`config.mk`:
```
export PLATFORM = sky130hd
export DESIGN_NAME = packet_bit_serializer
export DESIGN_NICKNAME = d
export VERILOG_FILES = /design/src/rtl/packet_bit_serializer.sv
export SDC_FILE = /design/constraint.sdc
export NUM_CORES = 1
export LEC_CHECK = 0
export ABC_CLOCK_PERIOD_IN_PS = 3690
export BUFFER_PORTS_ARGS = -buffer_cell sky130_fd_sc_hd__buf_2
export CORE_AREA = 4 4 101 103
export CTS_BUF_LIST = sky130_fd_sc_hd__clkbuf_8
export DETAILED_ROUTE_END_ITERATION = 8
export DIE_AREA = 0 0 105 107
export GPL_TIMING_DRIVEN = 0
export HOLD_SLACK_MARGIN = 0.12
export SETUP_SLACK_MARGIN = 0.5
export SLEW_MARGIN = 20
export SYNTH_ARGS = -nofsm -noshare
export SYNTH_HDL_FRONTEND = slang
export SYNTH_SLANG_ARGS = --single-unit
```
`constraint.sdc`:
```
create_clock -name clk -period 3.69 [get_ports clk]
set_input_delay 0.369 -clock clk [delete_from_list [all_inputs] [get_ports clk]]
set_output_delay 0.369 -clock clk [all_outputs]
set_load 0.02 [all_outputs]
```
`src/rtl/packet_bit_serializer.sv`:
```
// packet_bit_serializer
// Captures a parallel byte packet on a one-cycle send pulse and shifts it out
// as a framed serial stream: alternating preamble, sync byte, then payload.
// Bytes go out from index 0 upward and each byte goes out MSB first. Every bit
// is held for CLKS_PER_BIT clocks, with a strobe in the first clock of each bit.
// Optional build macro: PACKET_CRC8_EN appends a CRC-8 (poly 0x07, init 0x00)
// over the payload after the last payload bit.
module packet_bit_serializer #(
  parameter int unsigned PACKET_WIDTH  = 8,
  parameter int unsigned CLKS_PER_BIT  = 16,
  parameter int unsigned PREAMBLE_BITS = 16,
  parameter logic [7:0]  SYNC_WORD     = 8'hD3
) (
  input  logic                         clk,
  input  logic                         reset,
  input  logic [PACKET_WIDTH-1:0][7:0] sys_packet,
  input  logic                         send,
  output logic                         bit_out,
  output logic                         bit_strobe,
  output logic                         tx_active,
  output logic                         done,
  output logic                         overrun
);

  localparam int unsigned PAYLOAD_BITS = 8 * PACKET_WIDTH;
  localparam int unsigned MAX_BITS_A   = (PREAMBLE_BITS > PAYLOAD_BITS) ? PREAMBLE_BITS : PAYLOAD_BITS;
  localparam int unsigned MAX_BITS     = (MAX_BITS_A > 8) ? MAX_BITS_A : 8;
  // One guard bit on top of what each counter has to reach.
  localparam int unsigned CLK_CNT_W    = $clog2(CLKS_PER_BIT) + 1;
  localparam int unsigned BIT_CNT_W    = $clog2(MAX_BITS) + 1;

  localparam logic [CLK_CNT_W-1:0] CLK_LAST  = CLK_CNT_W'(CLKS_PER_BIT - 1);
  localparam logic [CLK_CNT_W-1:0] CLK_ONE   = CLK_CNT_W'(1);
  localparam logic [CLK_CNT_W-1:0] CLK_ZERO  = CLK_CNT_W'(0);
  localparam logic [BIT_CNT_W-1:0] PRE_LAST  = BIT_CNT_W'(PREAMBLE_BITS - 1);
  localparam logic [BIT_CNT_W-1:0] BYTE_LAST = BIT_CNT_W'(7);
  localparam logic [BIT_CNT_W-1:0] PAY_LAST  = BIT_CNT_W'(PAYLOAD_BITS - 1);
  localparam logic [BIT_CNT_W-1:0] BIT_ONE   = BIT_CNT_W'(1);
  localparam logic [BIT_CNT_W-1:0] BIT_ZERO  = BIT_CNT_W'(0);

`ifdef PACKET_CRC8_EN
  typedef enum logic [2:0] {
    IDLE     = 3'd0,
    PREAMBLE = 3'd1,
    SYNC     = 3'd2,
    PAYLOAD  = 3'd3,
    CRC      = 3'd4
  } state_t;
`else
  typedef enum logic [1:0] {
    IDLE     = 2'd0,
    PREAMBLE = 2'd1,
    SYNC     = 2'd2,
    PAYLOAD  = 2'd3
  } state_t;
`endif

  state_t                  state_r;
  logic [CLK_CNT_W-1:0]    clk_cnt_r;
  logic [BIT_CNT_W-1:0]    bit_cnt_r;
  // Remaining payload bits; the next bit to transmit sits in the MSB.
  logic [PAYLOAD_BITS-1:0] shift_r;
`ifdef PACKET_CRC8_EN
  logic [7:0]              crc_r;
`endif

  logic bit_end_s;

  // Reorders the packet so byte 0 lands in the top byte of the shift register.
  function automatic logic [PAYLOAD_BITS-1:0] order_payload(
    input logic [PACKET_WIDTH-1:0][7:0] pkt
  );
    logic [PAYLOAD_BITS-1:0] flat;
    flat = '0;
    for (int i = 0; i < int'(PACKET_WIDTH); i++) begin
      flat[PAYLOAD_BITS - 8 - 8*i +: 8] = pkt[i];
    end
    return flat;
  endfunction

`ifdef PACKET_CRC8_EN
  // One serial step of CRC-8, polynomial x^8+x^2+x+1, MSB-first data.
  function automatic logic [7:0] crc8_step(input logic [7:0] crc, input logic din);
    logic fb;
    fb = crc[7] ^ din;
    return {crc[6:0], 1'b0} ^ (fb ? 8'h07 : 8'h00);
  endfunction
`endif

  // Last clock of the current bit period.
  always_comb begin
    bit_end_s = (clk_cnt_r == CLK_LAST);
  end

  // Frame sequencer: bit timing, state transitions, serial data and flags.
  always_ff @(posedge clk) begin
    if (reset) begin
      state_r    <= IDLE;
      clk_cnt_r  <= CLK_ZERO;
      bit_cnt_r  <= BIT_ZERO;
      shift_r    <= '0;
`ifdef PACKET_CRC8_EN
      crc_r      <= 8'h00;
`endif
      bit_out    <= 1'b0;
      bit_strobe <= 1'b0;
      tx_active  <= 1'b0;
      done       <= 1'b0;
      overrun    <= 1'b0;
    end else begin
      bit_strobe <= 1'b0;
      done       <= 1'b0;
      if (send && (state_r != IDLE)) begin
        overrun <= 1'b1;
      end

      case (state_r)
        IDLE: begin
          clk_cnt_r <= CLK_ZERO;
          bit_cnt_r <= BIT_ZERO;
          if (send) begin
            shift_r    <= order_payload(sys_packet);
`ifdef PACKET_CRC8_EN
            crc_r      <= 8'h00;
`endif
            state_r    <= PREAMBLE;
            bit_out    <= 1'b1;
            bit_strobe <= 1'b1;
            tx_active  <= 1'b1;
          end else begin
            bit_out   <= 1'b0;
            tx_active <= 1'b0;
          end
        end

        PREAMBLE: begin
          if (bit_end_s) begin
            clk_cnt_r  <= CLK_ZERO;
            bit_strobe <= 1'b1;
            if (bit_cnt_r == PRE_LAST) begin
              state_r   <= SYNC;
              bit_cnt_r <= BIT_ZERO;
              bit_out   <= SYNC_WORD[7];
            end else begin
              // Bit k of the preamble is 1 for even k; the next index is
              // bit_cnt_r+1, whose parity is the inverse of bit_cnt_r's.
              bit_cnt_r <= bit_cnt_r + BIT_ONE;
              bit_out   <= bit_cnt_r[0];
            end
          end else begin
            clk_cnt_r <= clk_cnt_r + CLK_ONE;
          end
        end

        SYNC: begin
          if (bit_end_s) begin
            clk_cnt_r  <= CLK_ZERO;
            bit_strobe <= 1'b1;
            if (bit_cnt_r == BYTE_LAST) begin
              state_r   <= PAYLOAD;
              bit_cnt_r <= BIT_ZERO;
              bit_out   <= shift_r[PAYLOAD_BITS-1];
              shift_r   <= {shift_r[PAYLOAD_BITS-2:0], 1'b0};
`ifdef PACKET_CRC8_EN
              crc_r     <= crc8_step(crc_r, shift_r[PAYLOAD_BITS-1]);
`endif
            end else begin
              bit_cnt_r <= bit_cnt_r + BIT_ONE;
              bit_out   <= SYNC_WORD[3'd6 - bit_cnt_r[2:0]];
            end
          end else begin
            clk_cnt_r <= clk_cnt_r + CLK_ONE;
          end
        end

        PAYLOAD: begin
          if (bit_end_s) begin
            clk_cnt_r <= CLK_ZERO;
            if (bit_cnt_r == PAY_LAST) begin
              bit_cnt_r <= BIT_ZERO;
`ifdef PACKET_CRC8_EN
              // CRC already covers every payload bit emitted.
              state_r    <= CRC;
              bit_strobe <= 1'b1;
              bit_out    <= crc_r[7];
              crc_r      <= {crc_r[6:0], 1'b0};
`else
              state_r   <= IDLE;
              bit_out   <= 1'b0;
              tx_active <= 1'b0;
              done      <= 1'b1;
`endif
            end else begin
              bit_cnt_r  <= bit_cnt_r + BIT_ONE;
              bit_strobe <= 1'b1;
              bit_out    <= shift_r[PAYLOAD_BITS-1];
              shift_r    <= {shift_r[PAYLOAD_BITS-2:0], 1'b0};
`ifdef PACKET_CRC8_EN
              crc_r      <= crc8_step(crc_r, shift_r[PAYLOAD_BITS-1]);
`endif
            end
          end else begin
            clk_cnt_r <= clk_cnt_r + CLK_ONE;
          end
        end

`ifdef PACKET_CRC8_EN
        CRC: begin
          if (bit_end_s) begin
            clk_cnt_r <= CLK_ZERO;
            if (bit_cnt_r == BYTE_LAST) begin
              state_r   <= IDLE;
              bit_cnt_r <= BIT_ZERO;
              bit_out   <= 1'b0;
              tx_active <= 1'b0;
              done      <= 1'b1;
            end else begin
              bit_cnt_r  <= bit_cnt_r + BIT_ONE;
              bit_strobe <= 1'b1;
              bit_out    <= crc_r[7];
              crc_r      <= {crc_r[6:0], 1'b0};
            end
          end else begin
            clk_cnt_r <= clk_cnt_r + CLK_ONE;
          end
        end
`endif

        default: begin
          state_r   <= IDLE;
          clk_cnt_r <= CLK_ZERO;
          bit_cnt_r <= BIT_ZERO;
          bit_out   <= 1'b0;
          tx_active <= 1'b0;
        end
      endcase
    end
  end

endmodule

```
==> impl_results.md <==
- Element type at the critical path end: flop
- Detailed router's first-iteration violation count: 128
- Number of top-level pins: 72
- Pwr per Cell Area: 832 nW/um^2
- Global-route track usage on met3: 4.58%
- First-pass iteration count of the detailed router: 4
- Post-synthesis average cell area: roughly 9.1 um^2
- Cell type with the highest aggregate area in the netlist: dfxtp_1
- Area enclosed by the die boundary: 11,200 um^2
- Count of inserted antenna diode cells: 0
- Final nets: 583
- Setup slack after layout: 0.759 ns
- Yosys warning total: 0
- Max capacitance violation total: 0
- Worst Path Buf+Inv: 4
- Final-report hold violation count: 0
- Worst-margin pin slew: 0.731 ns
- Vias post-DR: 3,350
- Initial antenna violation count: 0
- TritonCTS clock tree: built
- Hold/Removal Path Class: in2reg
- Met1 track utilization from global routing: 21.9%
- Result of the run: finished clean
- Setup CP Type: reg2reg
- Residual DRC count: 0
- Number of max-slew violations in the final report: 0
- Routed WL: 9180 um
- Most area-consuming cells after synthesis: dfxtp_1 (43%), mux2i_1 (15%), a211oi_1 (11%), nor2_1 (8.0%), ha_1 (2.9%)
- Quantity of I/O buffers inserted on ports: 70
- Num Clock Sinks: 83
- Async S/R FF share, synth: 0%
- Post-placement setup slack: 0.225 ns
- Fraction of layout instances using a drive strength above 1: 20.9%
- Slew HR: between 50% and 60%
- Area delta synth->final: 18.1%
- Top library cells by usage in the layout, fill and taps aside: dfxtp_1 (83), nor2_1 (82), buf_2 (79), mux2i_1 (56), a211oi_1 (56)
- Worst hold margin: ~0.27 ns
- Routed len/inst: 14.7 um
- Met2 Resource Use GR: 25.9%
- Highest ir drop seen on vdd: 354 uV
- Setup repair after global routing missed its margin: false
- Register bit total from synthesis: between 80 and 90
- Leak Pwr: 0.00176 uW
- Placement row count: 35
- Shortest period the worst path allows: 2.93 ns
- Routability congestion estimate from global placement: 0.859
- Maximum achievable frequency: 0.341 GHz
- Number of buffers created by CTS: 9
- Total setup violations reported at the end of the flow: 0
- Dominant delay contributor by cell family on the critical path: buffers and inverters
- Clock tree root buffer cell: clkbuf_8
- First-pass GRT wire length: 15,200 um
- Max incr delay on CP: 0.63 ns
- Type of origin of the critical path: flop
- Clock-pin slew reported for the worst setup and hold paths after clock tree synthesis: approximately 0.090 ns
- Share of the synthesized area in the top cell type: a little over two fifths
- Clk_lat worst skew: 0.35 ns
- Required time at the worst-slack endpoint: 3.98 ns
- ANT nets after route: 0
- Cell-by-cell trace of the critical path: clkbuf_2 -> buf_2 -> inv_1 -> ha_1 -> clkbuf_1 -> a31oi_2 -> or4b_2 -> a31oi_1
- Pin count of the biggest net entering global routing: 17
- Grt total ovfl: 0
- Die height: 107 um
- Std-Cell Core Area: approximately 9200 um^2
- Cells after synthesis: ~430
- DIE WIDTH: 105 um
- Initial core utilization: 42.0%
- Post-synthesis instance area: 3860 um^2
- Gr busiest metal: met2
- Count of unique library cells instantiated by Yosys: 38
- Mean number of vias per cell: 5.38
- Share of synthesized area occupied by flip-flops and latches: about 43%
- Synthesized net count: 502
- Most common cell after layout, fill and taps aside: dfxtp_1
- CTS H-tree depth: 3
- Vias in the first global route: between 3,000 and 4,000
- Final total negative setup slack: 0 ns
- Fraction of the cycle the final worst path needs: 79.4%
- Overall Global Routing Usage: 16.3%
- Worst endpoint data arrival time: 3.22 ns
- Flip-flop cell with the highest count after synthesis: dfxtp_1
- Highest fanout seen on the critical path: 10
- Cell with the largest stage delay on the worst path: or4b_2
- Number of buffers between clock root and the deepest sink: 2
- Post-synth EDFFs: 0
- DPL Wire Length: 6670 um
- Clock tree skew after final layout: 0.00865 ns
[report_power, final]
group / internal [uW] / leakage, uW / switching, uW
clock network: 323 / 0.0000984 / 358
logic: 671 / 0.000974 / 977
registers: 1270 / 0.000686 / 193
total: 2270 / 0.00176 / 1530
[synth_stat cells (2+ instances only)]
cell type   n
dfxtp_1    83
ha_1        9
nand3_1     8
buf_4       7
and3_1      2
buf_2       8
buf_1       2
nor2_1     82
clkbuf_1   18
mux2i_1    56
a311oi_1   10
o211ai_1    3
a31oi_1     3
o21ai_0    16
nand2_1    17
nor3_1      2
or3_1       4
or4b_2      2
a211oi_1   56
xor2_1      2
a21oi_1    10
inv_1       9
nand3b_1    2
[metrics by stage]
stage          utilization, %  std cells  power, uW  cell area, um^2
2_1_floorplan               -        426       2720             3860
3_3_place_gp             47.3        607       3070             4350
3_5_place_dp             47.3        607       3130             4350
4_1_cts                  49.6        623       3830             4560
5_1_grt                  49.6        623       4110             4560
6_report                 49.6        623       3790             4560
[timing repair]
item                       in CTS  in global routing
buffers inserted                0                  0
gates resized for setup         1                  2
hold buffers                    0                  0
gates cloned                    0                  0
hold endpoints to repair        0                  0
setup endpoints to repair      67                 68
[layer usage]
metal,wire (um),vias to the layer above
li1,-,1700
met1,4350,1573
met2,4290,67
met3,440,10
met4,95,0
met5,0,-
[cell families after synthesis]
group           after synthesis  share of synthesized area, %
simple gates                126                          14.3
compound gates              105                          19.4
fa+ha+maj                     9                          2.92
buf+inv                      44                          5.22
flops                        83                          43.0
xor+xnor                      3                         0.681
mux                          56                          14.5
[path summary, 6_finish.rpt]
path                                     from      endpoint  slack [ns]  cells after the start
worst max-delay path               state_r[1]  bit_cnt_r[4]        0.76                      8
worst min-delay path            sys_packet[2]   shift_r[58]        0.27                      3
worst max register to register     state_r[1]  bit_cnt_r[4]        0.76                      8
worst min register to register   clk_cnt_r[0]  clk_cnt_r[0]        0.46                      1
[state kept, by name, indices dropped and copies added, names as in the netlist]
| signal | flops |
|---|---|
| bit_strobe | 1 |
| done | 1 |
| tx_active | 1 |
| state_r | 2 |
| bit_out | 1 |
| overrun | 1 |
| bit_cnt_r | 7 |
| shift_r | 64 |
| clk_cnt_r | 5 |
[cell type report]
cell class,instances,area [um^2]
clock inverter,7,82.6
buffer,35,170
timing repair buffer,70,350
clock buffer,9,124
inverter,9,33.8
tap,111,139
fill,915,4640
sequential,83,1660
multi-input combinational,299,2000
[worst min-delay path, stage by stage]
cell	delay [ns]
buf_2	0.10
nand2_1	0.04
a311oi_1	0.07
Note: power is estimated with default switching activity, not from simulation.
